===== src/rtl/mux_rr_arbiter_if.sv =====
// Handshake bundle between the three request sources, the round-robin arbiter
// and the downstream consumer of the muxed data.
interface mux_rr_arbiter_if;
    logic [2:0] req;
    logic [8:0] din;
    logic [2:0] sel;
    logic [2:0] dout;
    logic       dout_valid;
    logic       dout_ready;
    logic [2:0] ack;
    logic       busy;

    modport slave (
        input  req, din, dout_ready,
        output sel, dout, dout_valid, ack, busy
    );

    modport master (
        output req, din, dout_ready,
        input  sel, dout, dout_valid, ack, busy
    );
endinterface


===== src/rtl/mux_rr_arbiter.sv =====
// Three-source round-robin arbiter with a registered data mux; a grant is held
// until the consumer takes it, then the next source is picked on the same edge.
module mux_rr_arbiter (
    input logic              clk,
    input logic              rst_n,
    mux_rr_arbiter_if.slave  bus
);

    typedef enum logic {IDLE, HOLD} state_t;

    state_t     state, state_n;
    logic [1:0] ptr, ptr_n;
    logic [2:0] sel_q, sel_n;
    logic [2:0] dout_q, dout_n;
    logic       arb_en;
    logic [2:0] arb_req;
    logic [1:0] arb_ptr;
    logic [2:0] pick;
    logic       handshake;

    // One-hot winner, scanning from p upward modulo 3; p==3 behaves as 0.
    function automatic logic [2:0] rr_pick(input logic [2:0] r, input logic [1:0] p);
        logic [2:0] g;
        logic [1:0] idx;
        g   = 3'b000;
        idx = (p == 2'd3) ? 2'd0 : p;
        for (int k = 0; k < 3; k++) begin
            if (g == 3'b000 && r[idx]) g[idx] = 1'b1;
            idx = (idx == 2'd2) ? 2'd0 : idx + 2'd1;
        end
        return g;
    endfunction

    function automatic logic [2:0] field(input logic [8:0] d, input logic [2:0] g);
        return ({3{g[0]}} & d[8:6]) | ({3{g[1]}} & d[5:3]) | ({3{g[2]}} & d[2:0]);
    endfunction

    function automatic logic [1:0] ptr_after(input logic [2:0] g);
        if (g[0]) return 2'd1;
        if (g[1]) return 2'd2;
        return 2'd0;
    endfunction

    assign handshake = (state == HOLD) && bus.dout_ready;

    always_comb begin
        // NOTE: every signal written here gets a default first so no latch is inferred.
        state_n = state;
        ptr_n   = ptr;
        sel_n   = sel_q;
        dout_n  = dout_q;
        arb_en  = 1'b0;
        arb_req = 3'b000;
        arb_ptr = ptr;
        pick    = 3'b000;

        case (state)
            IDLE: begin
                arb_en  = 1'b1;
                arb_req = bus.req;
                arb_ptr = ptr;
            end
            HOLD: begin
                if (handshake) begin
                    // The finishing winner is masked so it cannot win twice in a row.
                    ptr_n   = ptr_after(sel_q);
                    arb_en  = 1'b1;
                    arb_req = bus.req & ~sel_q;
                    arb_ptr = ptr_n;
                end
            end
        endcase

        if (arb_en) begin
            pick = rr_pick(arb_req, arb_ptr);
            if (pick != 3'b000) begin
                state_n = HOLD;
                sel_n   = pick;
                dout_n  = field(bus.din, pick);
            end else begin
                state_n = IDLE;
                sel_n   = 3'b000;
            end
        end
    end

    // NOTE: state registers use non-blocking assignments so all update together at the edge.
    always_ff @(posedge clk or negedge rst_n) begin
        if (!rst_n) begin
            state  <= IDLE;
            ptr    <= 2'd0;
            sel_q  <= 3'b000;
            dout_q <= 3'b000;
        end else begin
            state  <= state_n;
            ptr    <= ptr_n;
            sel_q  <= sel_n;
            dout_q <= dout_n;
        end
    end

    assign bus.sel        = sel_q;
    assign bus.dout       = dout_q;
    assign bus.dout_valid = (state == HOLD);
    assign bus.busy       = (state == HOLD);
    assign bus.ack        = sel_q & {3{handshake}};

endmodule


===== src/flat_wrapper.sv =====
// flat-port wrapper written by rule: the top's interface ports become plain ports
module mux_rr_arbiter_flat 
  (clk, rst_n, bus_req, bus_din, bus_dout_ready, bus_sel, bus_dout, bus_dout_valid, bus_ack, bus_busy);
  mux_rr_arbiter_if bus_i ();
  input logic clk;
  input logic rst_n;
  input wire logic [$bits(bus_i.req)-1:0] bus_req;
  input wire logic [$bits(bus_i.din)-1:0] bus_din;
  input wire logic [$bits(bus_i.dout_ready)-1:0] bus_dout_ready;
  output wire logic [$bits(bus_i.sel)-1:0] bus_sel;
  output wire logic [$bits(bus_i.dout)-1:0] bus_dout;
  output wire logic [$bits(bus_i.dout_valid)-1:0] bus_dout_valid;
  output wire logic [$bits(bus_i.ack)-1:0] bus_ack;
  output wire logic [$bits(bus_i.busy)-1:0] bus_busy;
  assign bus_i.req = bus_req;
  assign bus_i.din = bus_din;
  assign bus_i.dout_ready = bus_dout_ready;
  assign bus_sel = bus_i.sel;
  assign bus_dout = bus_i.dout;
  assign bus_dout_valid = bus_i.dout_valid;
  assign bus_ack = bus_i.ack;
  assign bus_busy = bus_i.busy;
  mux_rr_arbiter u_core (.clk(clk), .rst_n(rst_n), .bus(bus_i));
endmodule

===== config.mk =====
export PLATFORM = sky130hd
export DESIGN_NAME = mux_rr_arbiter_flat
export DESIGN_NICKNAME = d
export VERILOG_FILES = /design/src/rtl/mux_rr_arbiter_if.sv /design/src/rtl/mux_rr_arbiter.sv /design/src/flat_wrapper.sv
export SDC_FILE = /design/constraint.sdc
export NUM_CORES = 1
export LEC_CHECK = 0
export ABC_AREA = 1
export CAP_MARGIN = 0
export CORE_ASPECT_RATIO = 0.8
export CORE_UTILIZATION = 30
export CTS_CLUSTER_DIAMETER = 80
export DETAILED_ROUTE_END_ITERATION = 8
export PLACE_DENSITY = 0.51
export SLEW_MARGIN = 20
export SYNTH_ARGS = -nofsm -noshare
export SYNTH_HDL_FRONTEND = slang
export SYNTH_SLANG_ARGS = --single-unit

===== constraint.sdc =====
create_clock -name clk -period 3.8 [get_ports clk]
set_input_delay 0.57 -clock clk [delete_from_list [all_inputs] [get_ports clk]]
set_output_delay 0.57 -clock clk [all_outputs]
set_load 0.01 [all_outputs]

======== Word level (Yosys, flattened, before mapping) ========
Cells that the tools add are included.
word-level totals
  word-level logic and storage cells ...... 76
  bits of input ports ..................... 15
  memories kept ........................... 0
  ROM bits ................................ 0
  latch bits .............................. 0
  memory bits (writable) .................. 0
  register bits after elaboration ......... 9
  output and inout bits ................... 11
cells by class
  bitwise logic cells ..................... 11
  multipliers ............................. 0
  div/mod/pow operators ................... 0
  eq/ne operators ......................... 3
  order comparisons ....................... 6
  $add $sub $neg .......................... 2
  reduce and logical (&&, ||, !) cells .... 10
  multiplexer cells ....................... 40
  shift operators ......................... 0
operators by type and width
  cell                   number
  $mux W3                8
  $mux W2                8
  $and A3 B3 Y3          5
  $mux W1                15
  $or A3 B3 Y3           4
  $lt A2 B3 Y1 const B   3
  $bmux W1 S2            3
  $demux W1 S2           3
  $eq A2 B2 Y1 const B   3
  $ge A2 B1 Y1 const B   3
  $logic_and A1 B1 Y1    6
  $logic_not A3 Y1       2
  $pmux W3 S2            1
  $add A2 B1 Y2 const B  2
  $pmux W2 S2            1
  $not A3 Y3             1
  $reduce_bool A3 Y1     1
  $pmux W1 S2            1
  $reduce_and A2 Y1      1
  $not A1 Y1             1

======== Logic depth before layout (Yosys ltp) ========
  word-level depth ........................ 29
  mapped depth ............................ 19
  mapped depth without buffers ............ 19

======== Worst setup path before layout ========
OpenSTA, ideal clock, no wires.
  kind .................................... register to register
  start ................................... register u_core.state, in the netlist u_core.bus.busy
  end ..................................... register u_core.sel_q[2], in the netlist u_core.bus.sel[2]
  period minus slack after synthesis ...... 2.725 ns
  path slack .............................. 1.075 ns
  stages on the path, launching flop included .. 13
  data arrival time ....................... 2.581 ns
  setup time .............................. 0.144 ns
  buffers on the path ..................... 1
  data required time ...................... 3.656 ns
  path through ............................ dfrtp_1 -> nand2_1 -> o21ai_0 -> inv_1 -> ha_1 -> buf_2 -> nand4_1 -> nand3_1 -> nand2_1 -> nor2_2 -> a31oi_4 -> a31oi_1 -> o21ai_0
on the way
  word-level cells in the longest chain between the ends .. 21
  elaborated cells on any way between the ends .. 51
  classes of those cells .................. add/sub (2); order compare (6); eq/ne (3); mux (28); bitwise (3); reduce/logical (9)
ends and longest elaborated chain
  item                                                   RTL line              RTL
  start, declared                                        mux_rr_arbiter.sv:11  state_t state, state_n;
  start signal, assigned                                 mux_rr_arbiter.sv:95  state <= state_n;
  branches (longest 21 deep; another with $lt A2 B3 Y1)  --
  end signal, assigned                                   mux_rr_arbiter.sv:97  sel_q <= sel_n;
  end, declared                                          mux_rr_arbiter.sv:13  logic [2:0] sel_q, sel_n;
Several ways; the timed one is not identified. The select of a mux whose other input is x is not followed.
A chain may end at the register's enable or synchronous reset.

======== Final worst setup path ========
  start ................................... input port bus_dout_ready
  end ..................................... register u_core.sel_q[2], in the netlist u_core.bus.sel[2]
on the way
  word-level cells in the longest chain between the ends .. 21
  elaborated cells on any way between the ends .. 50
  classes of those cells .................. add/sub (2); order compare (6); eq/ne (3); mux (28); bitwise (2); reduce/logical (9)
ends and longest elaborated chain
  item                                                   RTL line              RTL
  start, declared                                        flat_wrapper.sv:9     input wire logic [$bits(bus_i.dout_ready)-1:0] bus_dout_ready;
  $logic_and A1 B1 Y1 (*)                                mux_rr_arbiter.sv:44  assign handshake = (state == HOLD) && bus.dout_ready;
  branches (longest 20 deep; another with $lt A2 B3 Y1)  --
Mark *: on every way between the ends. The select of a mux whose other input is x is not followed.

==> results.toml <==
[timing]
finalMaxSlewViolations = 0
fmax_mhz = 298
hold_violations = 0
slew-limit-headroom = 0.674
tns_ns = 0
tightest_slew_ns = 0.487
period_minus_slack_ns = 3.36
skew_ns = 0.00108
period_share = 0.884
rsz0062_at_grt = "no"
setup_viol = 0

[final_layout]
final_common_cell = "clkdlybuf4s50_1"
final_cell_mix = "25 x clkdlybuf4s50_1, 24 x nand2_1, 23 x nand3_1"
antenna_cells = 0
nets = 175
area_delta_synth_final_pct = 39.3
drive_above_1_share = 0.129
final_cell_area_mm2 = 0.00117

[setup_path]
cp-start-kind = "input pin"
crit_chain = "clkdlybuf4s50_1 > nand2_1 > o21ai_0 > inv_1 > ha_1 > inv_1 > nand4_1 > nand3_1 > nand2_1 > nor2_2 > a31oi_4 > a31oi_1 > o21ai_0"
cp_max_fo = 8
cp.arrival_ns = 3.48
critPathTopFamily = "compound AO/OA/AOI/OAI gates"
slowest_delay_ns = 0.51
cp_num_buf_inv = 3
r2r_cells = 12
worstSetupPathType = "input pin to flip-flop"
cp_slowest_cell = "clkdlybuf4s50_1"
cp_data_required_time_ns = 3.92
critPathCaptureType = "flip-flop"
cp_num_cells = 13

[place]
place_area_mm2 = 0.00115
dp_hpwl_um = 1800
place_congestion = 0.760
port-buffer-count = 25

[logic_synthesis]
synth_compound_area_frac = 0.145
synth.avg_cell_area_um2 = 6.75
syn-cell-area_um2 = 843
synth_warnings = 0
synth_cell_types = 22
synthAdderAreaFrac = 0.0593
synth_cells = 125
synth.area.mux_share = 0
synth-xor-area-share = 0
yosys.area_share.simple = 0.429
netlist_top_cells_area = "dfrtp_1 27%, nand3_1 14%, nand2_1 11%"
synth_top_area_frac = 0.267
synth_top_family_by_area = "simple AND/OR/NAND/NOR gates"
synth_seq_cells = 9
yosysTopAreaCell = "dfrtp_1"
syn-num-nets = 144
ys_seq_area_frac = 0.267

[floorplan]
die_y_um = 49.4
io_pins = 26
dieArea_mm2 = 0.00303
fp.coreArea_mm2 = 0.00256
fp-row-count = 16
initial_utilization = 0.329
die_w_um = 61.3

[clocking]
cts_max_path_buffers = 2
cts_root_buf = "clkbuf_4"
clk_pin_slew_worst_paths_ns = 0.06
post_cts_resized = 0
holdBufCountCts = 0
clk_latency_ns = 0.26
postCtsSetupBuffers = 0
cts_tree = "yes"
clock-sinks = 9
htreeDepth = 1
numCtsBuffers = 3

[global_route]
grt_pass1_wl_um = 3860
antenna_found_initial = 0
grt_busiest_layer = "met2"
grt_use_met3 = 0.0584
grt_use_met2 = 0.264
grt.met1_usage = 0.228
grt_start_max_net_pins = 10
globalRouteTotalUtil = 0.171
gr-total-overflow = 0
grt_pass1_vias = 895

[run]
cap_violations = 0

[pwr]
power.density_mw_per_mm2 = 1130
ir_drop_mv = 0.429
p_leak_nw = 0.578

[hold_path]
whs_path_depth = 2
hold_class = "flip-flop to flip-flop"

[route]
wire_per_inst_um = 11.6
drc = 0
wl_um = 2220
ant_nets = 0
avgViaCountPerCell = 4.95
drt_iter0_drc = 31
via_count = 946
first_pass_iters = 4

[status]
status = "finished, final reports clean"
==> per-stage QoR <==
| step | total power, mW | cells | worst slack [ns] | hold WS (ns) | utilization |
|---|---|---|---|---|---|
| 3_3_place_gp | 1.24 | 187 | 0.189 | 0.500 | 0.448 |
| 5_1_grt | 1.50 | 191 | 0.0641 | 0.547 | 0.458 |
| 6_report | 1.32 | 191 | 0.439 | 0.517 | 0.458 |
| 2_1_floorplan | 0.945 | 125 | 1.07 | 0.274 | - |
| 3_5_place_dp | 1.26 | 187 | 0.140 | 0.502 | 0.448 |
| 4_1_cts | 1.34 | 191 | 0.390 | 0.522 | 0.458 |
==> Yosys cell counts <==
master     n
nand4_1    7
o21ai_2    1
nor2_1     9
a21oi_1    1
a31oi_4    1
inv_1     17
nand2_2    1
nor2_2     5
a31oi_1    2
buf_2      1
o21ai_0    5
a21boi_0   3
nand2_4    1
buf_4      1
nand3_2    3
nand3_1   23
o21ai_1    4
nand2_1   24
o211ai_1   1
dfrtp_1    9
inv_2      2
ha_1       4
==> tightest hold or removal path, cell delays in order (launching register included) <==
cell and delay (ns):
dfrtp_1 0.35, nand3_1 0.07, nand2_1 0.07
==> logic make-up (layout without fill, tap and decap cells) <==
group,Yosys count,count (layout)
buffers and inverters,21,51
adders and majority gates,4,4
AOI/OAI and AO/OA,18,18
DFF,9,9
and+or+nand+nor,73,73
==> state kept, by name, summed over array words and instances (netlist names) <==
name             flops
u_core.bus.busy      1
u_core.bus.dout      3
u_core.bus.sel       3
u_core.ptr           2
==> final timing paths <==
path                                         start                 end  slack (ns)
worst max-delay path                bus_dout_ready   u_core.bus.sel[2]        0.44
worst min-delay path            u_core.bus.dout[2]  u_core.bus.dout[2]        0.52
max in group asynchronous                    rst_n       u_core.ptr[1]        2.91
worst max register to register     u_core.bus.busy   u_core.bus.sel[2]        0.66
min in group asynchronous                    rst_n   u_core.bus.sel[2]        0.60
worst min register to register  u_core.bus.dout[2]  u_core.bus.dout[2]        0.52
==> per-layer routing <==
| layer | wire length, um | part of all wire |
|---|---|---|
| met1 | 1100 | 0.50 |
| met2 | 993 | 0.45 |
| met3 | 117 | 0.053 |
| met4 | 6 | 0.0027 |
| met5 | 0 | 0 |
==> report_power, final <==
| group | leakage (nW) | switching (mW) | internal, mW |
|---|---|---|---|
| combinational | 0.456 | 0.641 | 0.411 |
| sequential | 0.107 | 0.0421 | 0.155 |
| clock | 0.0150 | 0.0335 | 0.0405 |
| total | 0.578 | 0.717 | 0.606 |
==> layout make-up <==
cell class	instances	area (um^2)
repair buffers	28	273
flip-flops and latches	9	225
clock buffers	4	26.3
well taps	36	45.0
inverters	19	71.3
fillers	293	1390
multi-input cells	95	534
No activity file was read; power rests on OpenSTA's default activity.
